`src/rtl/command_in_reader_pkg.sv`:
```
// Shared constants for the OmpSs manager command queues.
// Holds subqueue geometry, header word field offsets, the command reader
// FSM state encoding (shared with verification monitors) and small helpers
// for header decoding and BRAM slot addressing.
package command_in_reader_pkg;

  localparam int unsigned MAX_ACCS                = 16;
  localparam int unsigned ACC_BITS                = 4;
  localparam int unsigned SUBQUEUE_BITS           = 6;
  localparam int unsigned ENTRY_VALID_OFFSET      = 63;
  localparam int unsigned ENTRY_VALID_BYTE_OFFSET = 56;
  localparam int unsigned ENTRY_NARGS_OFFSET      = 16;
  localparam int unsigned ENTRY_ACC_OFFSET        = 8;
  localparam int unsigned ENTRY_CODE_OFFSET       = 0;
  localparam int unsigned ENTRY_FIELD_BITS        = 8;

  localparam logic [7:0] MAX_NARGS = 8'd63;

  // One-hot reader FSM encoding.
  typedef enum logic [5:0] {
    ST_SCAN     = 6'b000001,
    ST_HDR_WAIT = 6'b000010,
    ST_SEND     = 6'b000100,
    ST_FETCH    = 6'b001000,
    ST_LOAD     = 6'b010000,
    ST_CLEAR    = 6'b100000
  } reader_state_t;

  // Payload word count of a header, saturated to what fits in a subqueue.
  function automatic logic [SUBQUEUE_BITS-1:0] header_nargs(input logic [63:0] word);
    logic [ENTRY_FIELD_BITS-1:0] n;
    n = word[ENTRY_NARGS_OFFSET +: ENTRY_FIELD_BITS];
    return (n > MAX_NARGS) ? MAX_NARGS[SUBQUEUE_BITS-1:0] : n[SUBQUEUE_BITS-1:0];
  endfunction

  function automatic logic header_valid(input logic [63:0] word);
    return word[ENTRY_VALID_OFFSET];
  endfunction

  // Byte address of a queue slot: {0, acc, idx, 3'b000}.
  function automatic logic [31:0] slot_addr(input logic [ACC_BITS-1:0]      acc,
                                            input logic [SUBQUEUE_BITS-1:0] idx);
    return {{(32 - ACC_BITS - SUBQUEUE_BITS - 3){1'b0}}, acc, idx, 3'b000};
  endfunction

endpackage

```
`src/rtl/command_in_reader.sv`:
```
// command_in_reader: polls the per-accelerator cmdInQueue subqueues in BRAM,
// streams each valid command (header + N payload words) to its accelerator
// over AXI-Stream with TID, clears the header slot and marks the accelerator
// busy.
// Ports:
//   clk, rstn                 clock, asynchronous active-low reset
//   cmdInQueue_*              BRAM port (1-cycle read latency), clk forwarded
//   outStream_*               AXI-Stream master: TDATA/TVALID/TREADY/TID/TLAST
//   acc_avail                 per-accelerator idle flags (sampled while scanning)
//   acc_avail_clr(_address)   one-cycle pulse marking an accelerator busy
module command_in_reader
  import command_in_reader_pkg::*;
(
  input  logic                clk,
  input  logic                rstn,
  output logic [31:0]         cmdInQueue_addr,
  output logic                cmdInQueue_en,
  output logic [7:0]          cmdInQueue_we,
  output logic [63:0]         cmdInQueue_din,
  input  logic [63:0]         cmdInQueue_dout,
  output logic                cmdInQueue_clk,
  output logic                cmdInQueue_rst,
  output logic [63:0]         outStream_TDATA,
  output logic                outStream_TVALID,
  input  logic                outStream_TREADY,
  output logic [ACC_BITS-1:0] outStream_TID,
  output logic                outStream_TLAST,
  input  logic [MAX_ACCS-1:0] acc_avail,
  output logic                acc_avail_clr,
  output logic [ACC_BITS-1:0] acc_avail_clr_address
);

  reader_state_t state, state_nxt;

  logic [SUBQUEUE_BITS-1:0] ridx_mem [MAX_ACCS];
  logic [ACC_BITS-1:0]      rr_ptr;
  logic [ACC_BITS-1:0]      acc;
  logic [SUBQUEUE_BITS-1:0] hdr_idx;
  logic [SUBQUEUE_BITS-1:0] cur_idx;
  logic [SUBQUEUE_BITS-1:0] remaining;
  logic [63:0]              tdata;
  logic                     scan_hit;

  assign cmdInQueue_clk        = clk;
  assign cmdInQueue_rst        = 1'b0;
  assign cmdInQueue_din        = '0;
  assign outStream_TDATA       = tdata;
  assign outStream_TID         = acc;
  assign acc_avail_clr_address = acc;

  // The scan read is combinational from state; qualifying it with rstn keeps
  // the BRAM port quiet while reset is held.
  assign scan_hit = rstn && acc_avail[rr_ptr];

  always_ff @(posedge clk or negedge rstn) begin
    if (!rstn) state <= ST_SCAN;
    else       state <= state_nxt;
  end

  always_comb begin
    state_nxt        = state;
    cmdInQueue_en    = 1'b0;
    cmdInQueue_we    = '0;
    cmdInQueue_addr  = '0;
    outStream_TVALID = 1'b0;
    outStream_TLAST  = 1'b0;
    acc_avail_clr    = 1'b0;
    unique case (state)
      ST_SCAN: begin
        if (scan_hit) begin
          cmdInQueue_en   = 1'b1;
          cmdInQueue_addr = slot_addr(rr_ptr, ridx_mem[rr_ptr]);
          state_nxt       = ST_HDR_WAIT;
        end
      end
      ST_HDR_WAIT: begin
        state_nxt = header_valid(cmdInQueue_dout) ? ST_SEND : ST_SCAN;
      end
      ST_SEND: begin
        outStream_TVALID = 1'b1;
        outStream_TLAST  = (remaining == '0);
        if (outStream_TREADY) state_nxt = (remaining == '0) ? ST_CLEAR : ST_FETCH;
      end
      ST_FETCH: begin
        cmdInQueue_en   = 1'b1;
        cmdInQueue_addr = slot_addr(acc, cur_idx);
        state_nxt       = ST_LOAD;
      end
      ST_LOAD: begin
        state_nxt = ST_SEND;
      end
      ST_CLEAR: begin
        cmdInQueue_en   = 1'b1;
        cmdInQueue_we   = '1;
        cmdInQueue_addr = slot_addr(acc, hdr_idx);
        acc_avail_clr   = 1'b1;
        state_nxt       = ST_SCAN;
      end
      default: state_nxt = ST_SCAN;
    endcase
  end

  always_ff @(posedge clk or negedge rstn) begin
    if (!rstn) begin
      rr_ptr    <= '0;
      acc       <= '0;
      hdr_idx   <= '0;
      cur_idx   <= '0;
      remaining <= '0;
      tdata     <= '0;
      for (int unsigned i = 0; i < MAX_ACCS; i++) ridx_mem[i] <= '0;
    end else begin
      unique case (state)
        ST_SCAN: begin
          if (acc_avail[rr_ptr]) begin
            acc     <= rr_ptr;
            hdr_idx <= ridx_mem[rr_ptr];
            cur_idx <= ridx_mem[rr_ptr];
          end else begin
            rr_ptr <= rr_ptr + 1'b1;
          end
        end
        ST_HDR_WAIT: begin
          if (!header_valid(cmdInQueue_dout)) begin
            rr_ptr <= rr_ptr + 1'b1;
          end else begin
            tdata     <= cmdInQueue_dout;
            remaining <= header_nargs(cmdInQueue_dout);
          end
        end
        ST_SEND: begin
          if (outStream_TREADY && remaining != '0) begin
            cur_idx   <= cur_idx + 1'b1;
            remaining <= remaining - 1'b1;
          end
        end
        ST_LOAD: begin
          tdata <= cmdInQueue_dout;
        end
        ST_CLEAR: begin
          // cur_idx has advanced to header + N, so the next command starts one past it.
          ridx_mem[acc] <= cur_idx + 1'b1;
          rr_ptr        <= acc + 1'b1;
        end
        default: ;
      endcase
    end
  end

endmodule

```
`config.mk`:
```
export PLATFORM = sky130hd
export DESIGN_NAME = command_in_reader
export DESIGN_NICKNAME = d
export VERILOG_FILES = /design/src/rtl/command_in_reader_pkg.sv /design/src/rtl/command_in_reader.sv
export SDC_FILE = /design/constraint.sdc
export NUM_CORES = 1
export LEC_CHECK = 0
export CORE_ASPECT_RATIO = 2
export CORE_MARGIN = 3
export CORE_UTILIZATION = 40
export DETAILED_ROUTE_END_ITERATION = 16
export PLACE_DENSITY = 0.69
export SETUP_SLACK_MARGIN = 0.5
export SLEW_MARGIN = 20
export SYNTH_ARGS = -nofsm -noshare
export SYNTH_HDL_FRONTEND = slang
export SYNTH_SLANG_ARGS = --single-unit
export TNS_END_PERCENT = 20
```
`constraint.sdc`:
```
create_clock -name clk -period 7.2 [get_ports clk]
set_input_delay 2.16 -clock clk [delete_from_list [all_inputs] [get_ports clk]]
set_output_delay 2.16 -clock clk [all_outputs]
set_load 0.1 [all_outputs]
```
==> out/qor.txt, run 1 <==
Fin Clk Skew -> 0.0118 ns
Worst Path Required -> 5.04 ns
ANT cells -> 0
Layout area overhead -> 24.3%
Top FF cell, synth -> dfrtp_1
Post-Syn Instances -> 836
share of synthesized cell area in full adder, half adder and majority cells -> 0.528%
synth unique cells -> 72
syn_area_per_cell -> 11.3 um^2
post-route DRC violation count -> 0
crit path kind -> clk -> out
final hold vios -> 0
hold_buf cts -> 0
setup TNS -> 0 ns
total core area -> 23300 um^2
vias per cell -> 5.19
Hold WS -> 0.476 ns
status -> finished clean
Total Wirelength -> 23800 um
pin count of the biggest net entering global routing -> 165
Least-Margin Pin Slew -> 1.08 ns
grt total ovfl -> 0
Yosys warning total -> 0
nets -> 1061
unrepaired setup endpoints after global routing -> false
main combinational cell family by area after synthesis -> multiplexers
Starting Density -> 40.6%
leak pwr -> 0.00524 uW
TritonCTS clock tree -> yes
crit end category -> output pin
Post-Synth Simple-Gate Area -> 8.88%
Pre-Repair DR Iteration Count -> 5
Post-DP HPWL -> 17300 um
Max IR drop VDD -> 0.000523 V
Post-synth EDFFs -> 0
Startpoint Class -> clock port
Arr. time, crit path -> 4.43 ns
critical path peak fanout -> 2
Rel. slew slack -> 28.1%
antenna-violating nets left -> 0
vias in the first global route -> 6845
initial antenna violation count -> 0
global-route wire length before repair -> 37300 um
clk_lat worst skew -> 0.56 ns
register bit total from synthesis -> 192
Iter 0 DRT Violations -> 430
sequential area share after synthesis -> 50.7%
Comb pwr share -> 54.6%
chip height -> 224 um
port bufs -> 177
Psw -> 3190 uW
Final Wtd Congestion -> 0.827
fin worst setup slack -> 0.608 ns
fraction of layout cells with a size suffix above 1 -> 17.5%
Vias -> 6587
P_int -> 2800 uW
pwr/cell area -> 508 nW/um^2
WL per Instance -> 18.7 um
Core Rows -> 79
# IOs -> 265
Die ar. -> 25700 um^2
Clock Power Share -> 18.9%
Mapped Area -> 9480 um^2
Hold Path Class -> reg -> reg
die width -> 115 um
clk slew on worst S/H paths -> 0.07 ns
sequential share of power -> 26.5%
Post-synth ARST share -> 100%
xor and xnor fraction of the mapped netlist area -> 0.554%
Slew Viols, Final -> 0
max cap viols -> 0
overall global routing resource usage -> 18.9%
setup violation total in the final timing report -> 0
post-synthesis mux area share -> 17.1%
Switching Share -> 53.3%
pre-CTS setup slack -> 0.500 ns
area fraction in compound gates after synthesis -> 11.2%
layout make-up:
class,count,area [um^2]
Clock buffer,21,509
Clock inverter,15,205
Fill cell,2064,11500
Multi-Input combinational cell,563,3970
Tap cell,283,354
Timing Repair Buffer,183,1890
Sequential cell,192,4810
Inverter,13,48.8
critical path, cell delays in order:
cell	delay [ns]
clkbuf_16	0.12
clkbuf_16	0.13
dlygate4sd2_1	0.58
stage by stage:
| step | util (%) | instance area, um^2 | std cells | total power (uW) |
|---|---|---|---|---|
| finish | 50.5 | 11800 | 1270 | 5990 |
| global placement | 47.5 | 11100 | 1235 | 4910 |
| floorplan | - | 9800 | 922 | 4170 |
| CTS | 50.5 | 11800 | 1270 | 6030 |
| global route | 50.5 | 11800 | 1270 | 6210 |
| detailed placement | 47.5 | 11100 | 1235 | 4940 |
registers in the layout, summed over array words and instances (netlist names):
name / cells
ridx_mem: 96
outStream_TDATA: 64
cur_idx: 6
hdr_idx: 6
remaining: 6
state: 6
acc_avail_clr_address: 4
rr_ptr: 4
power by group through the flow:
stage	Clock, uW	Sequential, uW	Combinational, uW
6_report	1130	1590	3270
5_1_grt	1200	1630	3380
4_1_cts	1150	1590	3280
3_5_place_dp	54.5	1610	3270
3_3_place_gp	54.5	1600	3260
2_1_floorplan	52.4	2900	1220
synthesized netlist by cell type, types with 2 or more instances:
library cell / number / share of area [%]
inv_1: 11 / 0.44
o221a_2: 3 / 0.36
clkbuf_1: 31 / 1.2
a21oi_1: 15 / 0.79
a32o_1: 4 / 0.42
buf_4: 102 / 8.1
nor2b_1: 7 / 0.46
nor3_1: 4 / 0.21
a22oi_1: 12 / 0.95
mux2i_1: 10 / 1.1
xor2_1: 5 / 0.46
nor2_1: 17 / 0.67
and3_1: 2 / 0.13
buf_6: 2 / 0.24
nor4_1: 6 / 0.40
mux2_2: 77 / 9.1
nand2_1: 104 / 4.1
a22o_1: 10 / 0.92
o22a_1: 2 / 0.18
nand4_1: 4 / 0.26
or2_2: 3 / 0.20
o21ai_0: 82 / 4.3
a21boi_0: 2 / 0.16
a221oi_1: 3 / 0.28
or3_1: 5 / 0.33
a221o_1: 3 / 0.32
dfrtp_1: 191 / 50
buf_2: 16 / 0.84
a31oi_1: 3 / 0.20
a211oi_1: 2 / 0.16
and2_1: 4 / 0.26
o21ai_1: 2 / 0.11
nor3b_1: 2 / 0.16
a21o_1: 9 / 0.71
ha_1: 4 / 0.53
nand3_1: 8 / 0.42
buf_1: 3 / 0.12
mux4_2: 24 / 5.7
mux2_1: 9 / 1.1
metal layers:
metal  vias up  track usage (%)  routed length [um]
met5         -                0                   0
met4         0             9.02                 867
met3        50             3.43                 999
met2       223             34.4               13400
met1      3271             20.6                8500
li1       3043                -                   -
logic make-up after synthesis:
logic type,after synthesis
flops,192
fa+ha+maj,4
mux,121
other cells,1
xor+xnor,6
buf+inv,167
compound gates,166
simple gates,179
cells in the final DEF, fill, tap and decap left out, types with 9 or more instances in the layout:
master,count
a21o_1,9
a21oi_1,15
a22o_1,10
a22oi_1,12
buf_4,10
clkbuf_16,20
clkdlybuf4s50_1,164
conb_1,87
dfrtp_1,190
inv_1,11
mux2_1,9
mux2_2,77
mux2i_1,10
mux4_2,24
nand2_1,104
nor2_1,17
o21ai_0,81
path summary, 6_finish.rpt:
| kind | startpoint | endpoint | slack, ns | depth (start not counted) |
|---|---|---|---|---|
| setup / recovery | clk | cmdInQueue_clk | 0.61 | 3 |
| hold / removal | ridx_mem[33]$_DFFE_PN0P_ | ridx_mem[33]$_DFFE_PN0P_ | 0.48 | 2 |
| setup reg to reg | rr_ptr[0]$_DFFE_PN0P_ | cur_idx[0]$_DFFE_PN0P_ | 4.22 | 6 |
| hold reg to reg | ridx_mem[33]$_DFFE_PN0P_ | ridx_mem[33]$_DFFE_PN0P_ | 0.48 | 2 |
| max in group asynchronous | rstn | outStream_TDATA[17]$_DFFE_PN0P_ | 4.53 | 2 |
| min in group asynchronous | rstn | ridx_mem[69]$_DFFE_PN0P_ | 1.50 | 1 |
what timing repair did:
action / 4_1_cts / 5_1_grt
endpoints found under the setup margin: 1 / 0
gates resized for setup: 1 / 0
setup buffers: 0 / 0
(Power assumes the default switching activity.)
==> inputs of run 2 (changes only) <==
RECOVER_POWER = 25   (was default)
==> run 2 against run 1 <==
  * The flow now finishes with violations (max-capacitance violations, max-slew violations)
  * First-iteration DRC count rose by 3.5%
  * Cell area down 0.22%
  * Global-route usage did not move
  * Critical endpoint unchanged
  * Largest cell class unchanged
  * Largest power group unchanged
  * Highest routed layer unchanged
==> out/qor.txt, run 2 (synthesized netlist as in run 1, its figures left out) <==
overall global routing resource usage -> 18.9% (unchanged)
Total Wirelength -> 23800 um (about the same)
post-route DRC violation count -> 0 (unchanged)
Clock Power Share -> 18.9% (about the same)
chip height -> 224 um (unchanged)
pwr/cell area -> 510 nW/um^2 (+0.24%)
pre-CTS setup slack -> 0.500 ns (unchanged)
Hold Path Class -> reg -> reg
Final Wtd Congestion -> 0.827 (unchanged)
hold_buf cts -> 0 (unchanged)
critical path peak fanout -> 2 (unchanged)
Iter 0 DRT Violations -> 445 (+3.5%)
Slew Viols, Final -> 165 (+165)
initial antenna violation count -> 0 (unchanged)
crit end category -> output pin
Least-Margin Pin Slew -> 3.99 ns (+2.92 ns)
leak pwr -> 0.00523 uW (about the same)
Worst Hold Depth -> 2 (unchanged)
clk slew on worst S/H paths -> 0.07 ns (about the same)
pin count of the biggest net entering global routing -> 165 (unchanged)
vias in the first global route -> 6845 (unchanged)
capturing point of the worst reg2reg path -> rr_ptr[2]$_DFFE_PN0P_
Fillers -> 2066 (+0.097%)
Arr. time, crit path -> 4.43 ns (about the same)
Layout area overhead -> 24.0%
Worst Hold Endpoint -> ridx_mem[33]$_DFFE_PN0P_
nets -> 1061 (unchanged)
sequential share of power -> 26.6% (about the same)
final cell count without fillers -> 1270 (unchanged)
Reg area -> 4810 um^2 (unchanged)
WL per Instance -> 18.8 um (about the same)
Psw -> 3190 uW (about the same)
P_int -> 2800 uW (about the same)
TritonCTS clock tree -> yes
total core area -> 23300 um^2 (unchanged)
reg2reg setup slack -> 3.94 ns (-0.28 ns)
Switching Share -> 53.3% (about the same)
clk_lat worst skew -> 0.56 ns (about the same)
ANT cells -> 0 (unchanged)
Fin Clk Skew -> 0.0124 ns (+0.000556 ns)
dpl cell area -> 11100 um^2 (unchanged)
Comb pwr share -> 54.5% (about the same)
unrepaired setup endpoints after global routing -> false
Die ar. -> 25700 um^2 (unchanged)
Startpoint Class -> clock port
antenna-violating nets left -> 0 (unchanged)
Final Core Density -> 50.4% (-0.11 points)
grt total ovfl -> 0 (unchanged)
Starting Density -> 40.6% (unchanged)
Rel. slew slack -> -166% (-190 points)
most common cell after layout, fill and taps aside -> dfrtp_1
fin worst setup slack -> 0.608 ns (-0.00000400 ns)
cts repair resizes -> 1 (unchanged)
max cap viols -> 1 (+1)
Vias -> 6558 (-0.44%)
vias per cell -> 5.16 (-0.44%)
Max IR drop VDD -> 0.000523 V (about the same)
# IOs -> 265 (unchanged)
max reg flops -> 96 (unchanged)
Reg-to-Reg Start -> state[3]$_DFFE_PN0P_
placed instance count -> 1235 (unchanged)
status -> finished, violations left
crit path kind -> clk -> out
multi-input combinational cell area -> 3960 um^2 (-0.28%)
global-route wire length before repair -> 37300 um (unchanged)
die width -> 115 um (unchanged)
setup violation total in the final timing report -> 0 (unchanged)
Post-CTS Setup Bufs -> 0 (unchanged)
Post-DP HPWL -> 17300 um (unchanged)
Worst Path Required -> 5.04 ns (about the same)
Final Instance Area -> 11800 um^2 (-0.22%)
final hold vios -> 0 (unchanged)
setup TNS -> 0 ns (unchanged)
Core Rows -> 79 (unchanged)
Top reg by flops -> ridx_mem
port bufs -> 177 (unchanged)
r2r worst-path depth -> 8 (+2)
min-delay src -> ridx_mem[33]$_DFFE_PN0P_
fraction of layout cells with a size suffix above 1 -> 17.2% (-0.30 points)
highest-count cells in the layout ignoring fill and taps -> dfrtp_1, clkdlybuf4s50_1, nand2_1, conb_1, o21ai_0
failing checks -> max-capacitance violations, max-slew violations
Pre-Repair DR Iteration Count -> 5 (unchanged)
run 2: per-layer routing:
| layer | track usage, % | vias up | wire, um |
|---|---|---|---|
| li1 | - | 3042 | - |
| met1 | 20.6 | 3264 | 8600 |
| met2 | 34.4 | 202 | 13500 |
| met3 | 3.43 | 50 | 857 |
| met4 | 9.02 | 0 | 863 |
| met5 | 0 | - | 0 |
run 2: worst max-delay path by stage:
stage                       from                     to  slack, ns  cells past startpoint
floorplan           acc_avail[7]     cmdInQueue_addr[3]       0.81                      5
global route                rstn  rr_ptr[0]$_DFFE_PN0P_       0.46                      2
detailed placement           clk         cmdInQueue_clk       0.50                      1
CTS                          clk         cmdInQueue_clk       0.60                      3
finish                       clk         cmdInQueue_clk       0.61                      3
global placement             clk         cmdInQueue_clk       0.50                      1
run 2: critical path, stage by stage:
cell           delay (ns)
clkbuf_16            0.12
clkbuf_16            0.13
dlygate4sd2_1        0.58
run 2: per-stage QoR:
| step | total power, uW | hold WS [ns] |
|---|---|---|
| after detailed placement | 4940 | 0.465 |
| final | 5990 | 0.476 |
| after global placement | 4910 | 0.456 |
| after CTS | 6030 | 0.482 |
| after floorplan | 4170 | 0.445 |
| after global routing | 6210 | 0.504 |
run 2: cell type report:
| cell class | count | area share [%] |
|---|---|---|
| Clock buffer | 21 | 4.33 |
| Inverter | 13 | 0.415 |
| Clock inverter | 15 | 1.75 |
| Multi-Input combinational cell | 563 | 33.7 |
| Timing Repair Buffer | 183 | 16.0 |
| Tap cell | 283 | 3.01 |
| Sequential cell | 192 | 40.9 |
run 2: power groups by stage:
stage               clock network [uW]  logic (uW)  registers (uW)
floorplan                         52.4        1220            2900
global placement                  54.5        3260            1600
detailed placement                54.5        3270            1610
CTS                               1150        3280            1590
global route                      1200        3380            1630
finish                            1130        3260            1590
